$ cat src/rtl/ddr_output_serializer.sv
// DDR/SDR output serializer for the RGMII transmit pads: buffers 2*OUTPUT_WIDTH-bit
// words in a small FIFO and launches them one half per clock edge or one half per cycle.
module ddr_output_serializer #(
    parameter int                      OUTPUT_WIDTH = 4,
    parameter int                      FIFO_DEPTH   = 8,
    parameter logic [OUTPUT_WIDTH-1:0] IDLE_VALUE   = '0
) (
    input  logic                            clock,
    input  logic                            reset_n,
    input  logic [2*OUTPUT_WIDTH-1:0]       input_data,
    input  logic                            input_valid,
    input  logic                            input_last,
    output logic                            input_ready,
    input  logic                            sdr_mode,
    input  logic                            high_half_first,
    input  logic                            clear_underflow,
    output logic [OUTPUT_WIDTH-1:0]         ddr_output,
    output logic                            output_active,
    output logic                            underflow,
    output logic [$clog2(FIFO_DEPTH):0]     fifo_level,
    output logic                            debug_sdr_phase
);

    localparam int AW = $clog2(FIFO_DEPTH);
    localparam int WW = 2 * OUTPUT_WIDTH + 1;

    localparam logic [0:0] PHASE0 = 1'b0;
    localparam logic [0:0] PHASE1 = 1'b1;

    // Handshake: a word transfers at a rising edge where input_valid && input_ready;
    // input_ready depends only on registered occupancy, never on input_valid.

    logic [WW-1:0]           mem_q [FIFO_DEPTH];
    logic [AW:0]             wr_ptr_q, wr_ptr_d;
    logic [AW:0]             rd_ptr_q, rd_ptr_d;
    logic [0:0]              phase_q, phase_d;
    logic [OUTPUT_WIDTH-1:0] pos_q, pos_d;
    logic [OUTPUT_WIDTH-1:0] second_q, second_d;
    logic [OUTPUT_WIDTH-1:0] held_q, held_d;
    logic [OUTPUT_WIDTH-1:0] neg_q, neg_d;
    logic                    active_q, active_d;
    logic                    in_frame_q, in_frame_d;
    logic                    underflow_q, underflow_d;

    logic                    full;
    logic                    empty;
    logic                    push;
    logic                    uf_set;
    logic [WW-1:0]           rd_word;
    logic [OUTPUT_WIDTH-1:0] lo_half;
    logic [OUTPUT_WIDTH-1:0] hi_half;
    logic [OUTPUT_WIDTH-1:0] first_half;
    logic [OUTPUT_WIDTH-1:0] last_half;

    assign fifo_level  = wr_ptr_q - rd_ptr_q;
    assign full        = (fifo_level == (AW+1)'(FIFO_DEPTH));
    assign empty       = (wr_ptr_q == rd_ptr_q);
    assign input_ready = !full;
    assign push        = input_valid && !full;

    assign rd_word    = mem_q[rd_ptr_q[AW-1:0]];
    assign lo_half    = rd_word[OUTPUT_WIDTH-1:0];
    assign hi_half    = rd_word[2*OUTPUT_WIDTH-1:OUTPUT_WIDTH];
    assign first_half = high_half_first ? hi_half : lo_half;
    assign last_half  = high_half_first ? lo_half : hi_half;

    always_comb begin
        wr_ptr_d   = wr_ptr_q;
        rd_ptr_d   = rd_ptr_q;
        phase_d    = phase_q;
        pos_d      = pos_q;
        second_d   = second_q;
        held_d     = held_q;
        active_d   = 1'b0;
        in_frame_d = in_frame_q;
        uf_set     = 1'b0;

        if (push) begin
            wr_ptr_d = wr_ptr_q + 1'b1;
        end

        // Mode inputs are only looked at when a word leaves the FIFO, so a word in
        // flight always finishes in the mode it started with.
        if (phase_q == PHASE1) begin
            pos_d    = held_q;
            second_d = held_q;
            active_d = 1'b1;
            phase_d  = PHASE0;
        end else if (!empty) begin
            rd_ptr_d   = rd_ptr_q + 1'b1;
            active_d   = 1'b1;
            in_frame_d = !rd_word[WW-1];
            pos_d      = first_half;
            if (sdr_mode) begin
                second_d = first_half;
                held_d   = last_half;
                phase_d  = PHASE1;
            end else begin
                second_d = last_half;
            end
        end else begin
            pos_d    = IDLE_VALUE;
            second_d = IDLE_VALUE;
            uf_set   = in_frame_q;
        end

        if (uf_set) begin
            underflow_d = 1'b1;
        end else if (clear_underflow) begin
            underflow_d = 1'b0;
        end else begin
            underflow_d = underflow_q;
        end
    end

    always_comb begin
        neg_d = second_q;
    end

    always_ff @(posedge clock) begin
        if (push) begin
            mem_q[wr_ptr_q[AW-1:0]] <= {input_last, input_data};
        end
    end

    always_ff @(posedge clock or negedge reset_n) begin
        if (!reset_n) begin
            wr_ptr_q    <= '0;
            rd_ptr_q    <= '0;
            phase_q     <= PHASE0;
            pos_q       <= '0;
            second_q    <= '0;
            held_q      <= '0;
            active_q    <= 1'b0;
            in_frame_q  <= 1'b0;
            underflow_q <= 1'b0;
        end else begin
            wr_ptr_q    <= wr_ptr_d;
            rd_ptr_q    <= rd_ptr_d;
            phase_q     <= phase_d;
            pos_q       <= pos_d;
            second_q    <= second_d;
            held_q      <= held_d;
            active_q    <= active_d;
            in_frame_q  <= in_frame_d;
            underflow_q <= underflow_d;
        end
    end

    // Second half moves to the pins on the falling edge; in SDR it equals the first.
    always_ff @(negedge clock or negedge reset_n) begin
        if (!reset_n) begin
            neg_q <= '0;
        end else begin
            neg_q <= neg_d;
        end
    end

    assign ddr_output      = clock ? pos_q : neg_q;
    assign output_active   = active_q;
    assign underflow       = underflow_q;
    assign debug_sdr_phase = phase_q[0];

endmodule
$ cat config.mk
export PLATFORM = sky130hd
export DESIGN_NAME = ddr_output_serializer
export DESIGN_NICKNAME = d
export VERILOG_FILES = /design/src/rtl/ddr_output_serializer.sv
export SDC_FILE = /design/constraint.sdc
export NUM_CORES = 1
export LEC_CHECK = 0
export ABC_CLOCK_PERIOD_IN_PS = 3000
export BUFFER_PORTS_ARGS = -buffer_cell sky130_fd_sc_hd__buf_2
export CORE_MARGIN = 5
export CORE_UTILIZATION = 47
export DETAILED_ROUTE_END_ITERATION = 10
export PLACE_DENSITY = 0.77
export SYNTH_ARGS = -nofsm -noshare
export SYNTH_HDL_FRONTEND = slang
export SYNTH_SLANG_ARGS = --single-unit
export TNS_END_PERCENT = 50
$ cat constraint.sdc
create_clock -name clock -period 3 [get_ports clock]
set_clock_uncertainty 0.1 [all_clocks]
set_input_delay 0.6 -clock clock [delete_from_list [all_inputs] [get_ports clock]]
set_output_delay 0.6 -clock clock [all_outputs]
set_load 0.01 [all_outputs]
==> impl_results.rst, run 1 <==
.. list-table::
   :header-rows: 1

   * - Metric
     - Value
   * - Status
     - finished with violations
   * - Violated checks
     - negative setup slack
   * - Arrival time at the worst endpoint
     - ~2.7 ns
   * - Post-synth net total
     - approximately 250
   * - Layout overhead on the synthesized area
     - 16.3%
   * - Unrepaired setup endpoints after global routing
     - yes
   * - Area of the die
     - between 10000 and 15000 um^2
   * - Width of the die
     - ~100 um
   * - Final Hold Violating Endpoints
     - 0
   * - Count of unique library cells instantiated by Yosys
     - 38
   * - Pin count of the biggest net entering global routing
     - 22
   * - Count of boundary I/O pins
     - 27
   * - Worst-Skew Late Latency
     - roughly 0.45 ns
   * - Maximum vdd ir drop
     - roughly 0.40 mV
   * - Share of the core filled with cells in the final layout
     - 55.3%
   * - Critical path cell sequence
     - mux2_2 -> buf_6
   * - Power Total
     - 0.00524 W
   * - Final nets
     - 301
   * - Leading cell type by number of instances after synthesis
     - edfxtp_1
   * - Reported leakage power
     - ~1.8 nW
   * - Initial drt markers
     - around 130
   * - Critical-path cell with the highest stage delay
     - dfrtn_1
   * - Worst setup margin
     - -0.370 ns
   * - Multi-input logic area
     - between 1000 and 1500 um^2
   * - Number of cells produced by synthesis
     - about 230
   * - Type of element launching the critical path
     - register
   * - Area share of the largest cell type after synthesis
     - between 50% and 60%
   * - First-pass GRT wire length
     - 11900 um
   * - Proportion of synthesized chip area in sequential cells
     - 70.1%
   * - Die Height
     - slightly above 100 um
   * - Number of enable-type register cells in the synthesized netlist
     - 72
   * - Count of pins over their slew limit
     - 0
   * - Flip-flop and latch count after synthesis
     - 100
   * - Number of core rows
     - 34
   * - Final HPWL from detailed placement
     - 4810 um
   * - Clock tree from TritonCTS
     - built
   * - Max FO, Critical Path
     - 1
   * - Number of I/O port buffers
     - 26
   * - Layout cell share with drive strength beyond 1
     - roughly 34%
   * - Most frequent cells after synthesis
     - edfxtp_1, dfrtp_1, mux4_2
   * - Slew at the pin closest to its max-slew limit
     - about 0.43 ns
   * - Average size of a mapped cell
     - 17.9 um^2
   * - Tot GR Track Use
     - between 15 and 20%
   * - Max-cap check violation count
     - 0
   * - Antenna fix cells
     - 0
   * - Combined buffer and inverter count along the critical path
     - 1
   * - Data required, critical path
     - 2.30 ns
   * - Ranking of synthesized cells by area
     - edfxtp_1, dfrtp_1, mux4_2, mux2i_1, dfrtn_1
   * - Type of the worst setup path
     - reg2out
   * - Top_reg_cell synth
     - edfxtp_1
   * - Overflow after GRT
     - 0
   * - Weighted congestion at the end of routability-driven global placement
     - roughly 0.75
   * - DRC violations left
     - 0
   * - Total via count in the routed design
     - 2183
   * - WL per Instance
     - around 18 um
   * - Sequential cell area
     - roughly 2900 um^2
   * - Worst rel slew slack
     - ~71%
   * - Number of routed nets with antenna violations
     - 0
   * - Share of synthesized flip-flops with an asynchronous set or reset
     - ~28%
   * - Core ar.
     - 8590 um^2
   * - Total power per unit cell area
     - around 1100 nW/um^2
   * - Yosys synthesis warning count
     - 0
   * - Family of cells with the greatest summed delay on the critical path
     - flip-flops
   * - Mapped cell area
     - between 4000 and 5000 um^2
   * - Setup fix buffers added after clock tree synthesis
     - 0
   * - Cell accounting for the most synthesized area
     - edfxtp_1
   * - Number of detailed-routing iterations run before antenna repair
     - 4
   * - Number of antenna violations at the first check in global routing
     - 0
   * - Type of the most critical hold path
     - in2reg
   * - Capturing element type of the critical path
     - output pin
   * - Final wirelength
     - roughly 7000 um
   * - Setup violation total in the final timing report
     - 5
   * - Via density per instance
     - between 5 and 6
   * - Register clock-pin slew on the reported worst setup and hold paths
     - around 0.090 ns
   * - Delay of the slowest critical-path stage
     - approximately 0.33 ns
   * - Starting density of the core
     - between 40% and 50%
   * - Filler Cells Inserted
     - just under 700
   * - Number of global-route vias before repair
     - between 2000 and 2500
## path summary, 6_finish.rpt
path | slack, ns | startpoint | endpoint | cells past startpoint
worst min-delay path | 0.23 | clear_underflow | underflow$_DFFE_PN0P_ | 2
max in group asynchronous | 0.62 | reset_n | neg_q[2]$_DFF_NN0_ | 2
worst max-delay path | -0.37 | neg_q[2]$_DFF_NN0_ | ddr_output[2] | 2
worst max register to register | 0.37 | wr_ptr_q[0]$_DFFE_PN0P_ | mem_q[1][4]$_DFFE_PP_ | 8
min in group asynchronous | 0.49 | reset_n | pos_q[1]$_DFF_PN0_ | 2
worst min register to register | 0.40 | held_q[0]$_DFFE_PN0P_ | neg_d[0]$_DFF_PN0_ | 2
## area by class of cell
class	count	area share (%)
tap	108	2.85
multi-input combinational	111	24.9
sequential	100	60.3
clock inverter	5	1.13
inverter	10	0.790
clock buffer	18	4.79
timing repair buffer	40	5.22
## timing repair
item / in CTS / in global routing
hold buffers: 1 / 0
gates resized for setup: 5 / 2
endpoints found under the setup margin: 5 / 6
endpoints found under the hold margin: 13 / 0
## cell usage in the layout, fill, tap and decap left out, drive strengths merged, types with 8 or more instances in the layout
cell	n
nand2	14
mux2	9
mux4	18
dfrtp	24
o221ai	8
mux2i	12
edfxtp	72
clkbuf	14
inv	10
buf	43
## power breakdown
part           switching, W  leakage [nW]  internal [W]  total, W
clock network      0.000522         0.156      0.000641   0.00116
logic               0.00115         0.623      0.000913   0.00206
registers          0.000143         0.988       0.00187   0.00202
total               0.00182          1.77       0.00343   0.00524
## cell families after synthesis
| logic type | share of synthesized area, % |
|---|---|
| compound gates | 3.86 |
| flops | 70.1 |
| mux | 15.4 |
| xor+xnor | 2.14 |
| fa+ha+maj | 2.02 |
| buf+inv | 1.65 |
| simple gates | 4.81 |
## stage by stage
| step | std cells | hold WS, ns | setup TNS [ns] | area [um^2] | setup WS (ns) |
|---|---|---|---|---|---|
| 6_report | 392 | 0.228 | -1.54 | 4750 | -0.370 |
| 5_1_grt | 392 | 0.207 | -1.85 | 4750 | -0.412 |
| 4_1_cts | 392 | 0.204 | -1.68 | 4740 | -0.394 |
| 3_5_place_dp | 372 | 0.392 | 0 | 4470 | 0.108 |
| 3_3_place_gp | 372 | 0.384 | 0 | 4470 | 0.125 |
| 2_1_floorplan | 228 | 0.204 | -3.25 | 4090 | -0.181 |
## sequential cells by signal (all words and copies together), names as in the netlist
register	flops
wr_ptr_q	4
neg_d	4
debug_sdr_phase	1
in_frame_q	1
pos_q	4
neg_q	4
output_active	1
held_q	4
mem_q	72
underflow	1
rd_ptr_q	4
## metal layers
metal / vias up / global-route usage (%) / wire (um)
li1: 1006 / - / -
met4: 0 / 8.17 / 128
met2: 38 / 24.5 / 3520
met3: 14 / 3.89 / 278
met5: - / 0 / 0
met1: 1125 / 20.0 / 3220
Power figures use the tool's default switching activity.
==> run 2: changes to the inputs <==
SETUP_SLACK_MARGIN = 0.5   (was unset)
==> impl_results.rst, run 2 (synthesis results as in run 1) <==
.. list-table::
   :header-rows: 1

   * - Metric
     - Value
   * - Status
     - finished with violations
   * - Violated checks
     - negative setup slack
   * - Starting density of the core
     - a little under half
   * - Weighted congestion at the end of routability-driven global placement
     - 0.769
   * - Filler Cells Inserted
     - slightly above 600
   * - Arrival time at the worst endpoint
     - around 2.7 ns
   * - Maximum vdd ir drop
     - around 0.57 mV
   * - DRC violations left
     - 0
   * - Most used cells in the layout excluding fill and tap cells
     - edfxtp_1, buf_6, dfrtp_1, buf_2, buf_4
   * - Count of boundary I/O pins
     - 27
   * - Number of global-route vias before repair
     - 2462
   * - First-pass GRT wire length
     - roughly 13000 um
   * - Final HPWL from detailed placement
     - roughly 4700 um
   * - Type of the most critical hold path
     - in2reg
   * - Capturing element type of the critical path
     - output pin
   * - Most common cell after layout, fill and taps aside
     - edfxtp_1
   * - Power Total
     - between 0.006 and 0.007 W
   * - Max-cap check violation count
     - 0
   * - Number of detailed-routing iterations run before antenna repair
     - 4
   * - Register clock-pin slew on the reported worst setup and hold paths
     - roughly 0.09 ns
   * - Type of element launching the critical path
     - register
   * - Total power per unit cell area
     - ~1200 nW/um^2
   * - Number of core rows
     - 34
   * - Number of I/O port buffers
     - 26
   * - Critical path startpoint
     - neg_q[1]$_DFF_NN0_
   * - Clock tree from TritonCTS
     - built
   * - Antenna fix cells
     - 0
   * - Number of antenna violations at the first check in global routing
     - 0
   * - Worst-Skew Late Latency
     - roughly 0.48 ns
   * - Type of the worst setup path
     - reg2out
   * - Initial drt markers
     - between 100 and 150
   * - Max FO, Critical Path
     - 1
   * - WL per Instance
     - around 20 um
   * - Pin count of the biggest net entering global routing
     - 22
   * - Slew at the pin closest to its max-slew limit
     - 0.606 ns
   * - Hold Path Origin
     - clear_underflow
   * - Tot GR Track Use
     - around 17%
   * - Data required, critical path
     - 2.30 ns
   * - Worst hold margin
     - between 0.2 and 0.25 ns
   * - Number of routed nets with antenna violations
     - 0
   * - Total via count in the routed design
     - about 2300
   * - Layout cell share with drive strength beyond 1
     - between 40% and 50%
   * - Via density per instance
     - approximately 5.6
   * - Origin of the critical flop-to-flop path
     - wr_ptr_q[0]$_DFFE_PN0P_
   * - Area of the die
     - about 11000 um^2
   * - Unrepaired setup endpoints after global routing
     - yes
   * - Setup violation total in the final timing report
     - 5
   * - Worst setup margin
     - -0.387 ns
   * - Flip-flop count of the largest register after layout
     - a little over 70
   * - Final nets
     - between 300 and 400
   * - Core ar.
     - around 8600 um^2
   * - Reported leakage power
     - 1.94 nW
   * - Overflow after GRT
     - 0
   * - Final Hold Violating Endpoints
     - 0
   * - Worst rel slew slack
     - 59.5%
   * - Width of the die
     - approximately 100 um
   * - Final wirelength
     - 8190 um
   * - Layout overhead on the synthesized area
     - 26.8%
   * - Die Height
     - 103 um
   * - Count of pins over their slew limit
     - 0
## run 2: cell types whose count changed in the layout (fill, tap and decap cells not counted), sizes merged
cell      delta
buf         +20
clkinvlp     +1
## run 2: final timing paths
path                                      endpoint  slack, ns  cells past startpoint
setup / recovery                     ddr_output[1]      -0.39                      2
hold / removal               underflow$_DFFE_PN0P_       0.21                      2
setup reg to reg             mem_q[3][2]$_DFFE_PP_       0.27                     11
hold reg to reg              underflow$_DFFE_PN0P_       0.41                      2
max in group asynchronous       neg_q[2]$_DFF_NN0_       0.65                      2
min in group asynchronous  wr_ptr_q[2]$_DFFE_PN0P_       0.46                      2
## run 2: worst max-delay path, cell delays in order (launching register included)
cell and delay (ns):
dfrtn_1 0.33, mux2_4 0.27, buf_6 0.12
## run 2: where the power goes
| group | internal (W) | leakage [nW] | total (W) | switching (W) |
|---|---|---|---|---|
| sequential | 0.00188 | 0.986 | 0.00202 | 0.000146 |
| combinational | 0.00141 | 0.776 | 0.00292 | 0.00151 |
| clock | 0.000682 | 0.174 | 0.00125 | 0.000572 |
## run 2: layout make-up
cell class                      count  area (um^2)  share of cell area (%)
Clock buffer                       18          228                    4.40
Sequential cell                   100         2870                    55.3
Timing Repair Buffer               60          490                    9.47
Multi-Input combinational cell    111         1360                    26.2
Inverter                           10         40.0                   0.773
Tap cell                          108          135                    2.61
Clock inverter                      6         66.3                    1.28
## run 2: what timing repair did
action | 4_1_cts | 5_1_grt
pin swaps | 9 | 11
setup endpoints to repair | 70 | 73
endpoints found under the hold margin | 11 | 0
hold buffers | 1 | 0
gates resized for setup | 26 | 12
cloned | 4 | 0
buffers inserted | 8 | 8
## run 2: metal layers
layer  global-route usage [%]  share of wire, %  vias up
li1                         -                 -     1044
met3                     4.29               5.3       14
met1                     22.1                42     1198
met5                        0                 0        -
met4                     10.4               1.8        0
met2                     26.8                51       51
## run 2: through the flow
stage               area (um^2)  std cells  setup slack (ns)  utilization (%)  TNS, ns
floorplan                  4220        228             0.221                -        0
global placement           4590        372             0.112             53.4        0
detailed placement         4590        372            0.0954             53.4        0
CTS                        5050        405            -0.405             58.8    -1.75
global route               5180        413            -0.432             60.3    -1.88
finish                     5180        413            -0.387             60.3    -1.65
==> run 3: changes to the inputs <==
ABC_CLOCK_PERIOD_IN_PS = 4100   (was 3000)
PLACE_DENSITY = unset   (was 0.77)
clock period = 4.1 ns   (was 3 ns; I/O delays follow)
==> impl_results.rst, run 3 (synthesis results as in run 1) <==
.. list-table::
   :header-rows: 1

   * - Metric
     - Value
   * - Clock tree from TritonCTS
     - built
   * - Post-route cell area
     - between 4000 and 5000 um^2
   * - Max FO, Critical Path
     - 1
   * - Starting density of the core
     - between 40% and 50%
   * - First-pass GRT wire length
     - approximately 12000 um
   * - Power Total
     - 0.00388 W
   * - Worst-Skew Late Latency
     - 0.47 ns
   * - Worst hold margin
     - roughly 0.15 ns
   * - Reported leakage power
     - between 1.5 and 2 nW
   * - Number of core rows
     - 34
   * - Worst rel slew slack
     - about 29%
   * - DRC violations left
     - 0
   * - Flip-flop count of the largest register after layout
     - 72
   * - Filler Cells Inserted
     - slightly above 700
   * - Worst slack at placement
     - 0.448 ns
   * - Number of routed nets with antenna violations
     - 0
   * - Overflow after GRT
     - 0
   * - Type of the most critical hold path
     - in2async
   * - Total power per unit cell area
     - just over 800 nW/um^2
   * - Tot GR Track Use
     - between 15 and 20%
   * - Type of element launching the critical path
     - register
   * - Number of I/O port buffers
     - 26
   * - Max-cap check violation count
     - 0
   * - Most used cells in the layout excluding fill and tap cells
     - edfxtp_1, dfrtp_1, buf_2, mux4_2, nand2_1
   * - Number of detailed-routing iterations run before antenna repair
     - 4
   * - Final wirelength
     - between 7000 and 8000 um
   * - Slew at the pin closest to its max-slew limit
     - about 1.1 ns
   * - Most common cell after layout, fill and taps aside
     - edfxtp_1
   * - Status
     - finished with violations
   * - Unrepaired setup endpoints after global routing
     - yes
   * - Initial drt markers
     - 64
   * - Via density per instance
     - 5.40
   * - WL met2
     - 3750 um
   * - Number of antenna violations at the first check in global routing
     - 0
   * - Die Height
     - slightly above 100 um
   * - Layout overhead on the synthesized area
     - 16.1%
   * - Maximum vdd ir drop
     - 0.288 mV
   * - Setup violation total in the final timing report
     - 4
   * - Area of the die
     - roughly 11000 um^2
   * - Count of pins over their slew limit
     - 0
   * - Met1 routed wirelength after detailed routing
     - approximately 3300 um
   * - Layout cell share with drive strength beyond 1
     - a little over a third
   * - Pin count of the biggest net entering global routing
     - 22
   * - Arrival time at the worst endpoint
     - 3.21 ns
   * - Core ar.
     - about 8600 um^2
   * - WL per Instance
     - about 19 um
   * - Total via count in the routed design
     - between 2000 and 2500
   * - Weighted congestion at the end of routability-driven global placement
     - a little over 0.7
   * - Register clock-pin slew on the reported worst setup and hold paths
     - around 0.090 ns
   * - Post-Place Cell Area
     - 4430 um^2
   * - Final Hold Violating Endpoints
     - 0
   * - Antenna fix cells
     - 0
   * - Top metal layer carrying routed signals
     - met4
   * - Violated checks
     - negative setup slack
   * - Data required, critical path
     - 3.18 ns
   * - Capturing element type of the critical path
     - output pin
   * - Worst setup margin
     - -0.0322 ns
   * - Total met3 wirelength after detailed routing
     - approximately 320 um
   * - Width of the die
     - between 100 and 150 um
   * - Type of the worst setup path
     - reg2out
   * - Final HPWL from detailed placement
     - 4780 um
   * - Count of boundary I/O pins
     - 27
   * - Number of global-route vias before repair
     - roughly 2200
   * - Final nets
     - 295
## run 3: cell types whose count changed in the layout (fill, tap and decap cells not counted), sizes merged
cell,before,now
buf,63,38
inv,10,14
clkinvlp,3,0
clkinv,2,1
dlygate4sd3,1,0
## run 3: critical path, cell delays in order (launching register included)
cell and delay (ns):
dfrtn_1 0.32, mux2_2 0.26, buf_6 0.12
## run 3: final cells by class
type / instances / area, um^2 / area share [%]
multi-input cells: 111 / 1190 / 25.2
repair buffers: 34 / 200 / 4.22
flip-flops and latches: 100 / 2870 / 60.4
clock inverters: 6 / 76.3 / 1.61
inverters: 10 / 42.5 / 0.897
well taps: 108 / 135 / 2.85
clock buffers: 18 / 228 / 4.80
## run 3: report_power, final
part / switching, W / total, W / leakage (nW) / internal (W)
registers: 0.000131 / 0.00151 / 0.986 / 0.00137
logic: 0.000822 / 0.00147 / 0.591 / 0.000644
clock network: 0.000422 / 0.000910 / 0.174 / 0.000488
## run 3: final timing paths
check	start	to	slack [ns]	cells past startpoint
min in group clock	held_q[1]$_DFFE_PN0P_	held_q[1]$_DFFE_PN0P_	0.41	1
max in group asynchronous	reset_n	neg_q[0]$_DFF_NN0_	1.51	1
max	neg_q[1]$_DFF_NN0_	ddr_output[1]	-0.03	2
min reg2reg	held_q[1]$_DFFE_PN0P_	held_q[1]$_DFFE_PN0P_	0.41	1
min	reset_n	pos_q[1]$_DFF_PN0_	0.15	1
max reg2reg	rd_ptr_q[2]$_DFFE_PN0P_	mem_q[5][8]$_DFFE_PP_	0.78	8
## run 3: layer usage
metal | GRT usage [%] | vias to the layer above
met1 | 19.7 | 1053
met2 | 24.5 | 34
li1 | - | 993
met4 | 5.98 | 0
met3 | 6.64 | 10
met5 | 0 | -
## run 3: stage by stage
step                TNS, ns  utilization (%)  std cells
finish               -0.121             55.2        387
floorplan                 0                -        228
global route         -0.310             55.2        387
global placement          0             51.5        367
detailed placement        0             51.5        367
CTS                  -0.229             54.9        387
## run 3: what timing repair did
action / 4_1_cts / 5_1_grt
endpoints found under the setup margin: 5 / 5
pin swaps: 0 / 2
setup buffers: 0 / 0
gates resized for setup: 7 / 8
hold buffers: 0 / 0
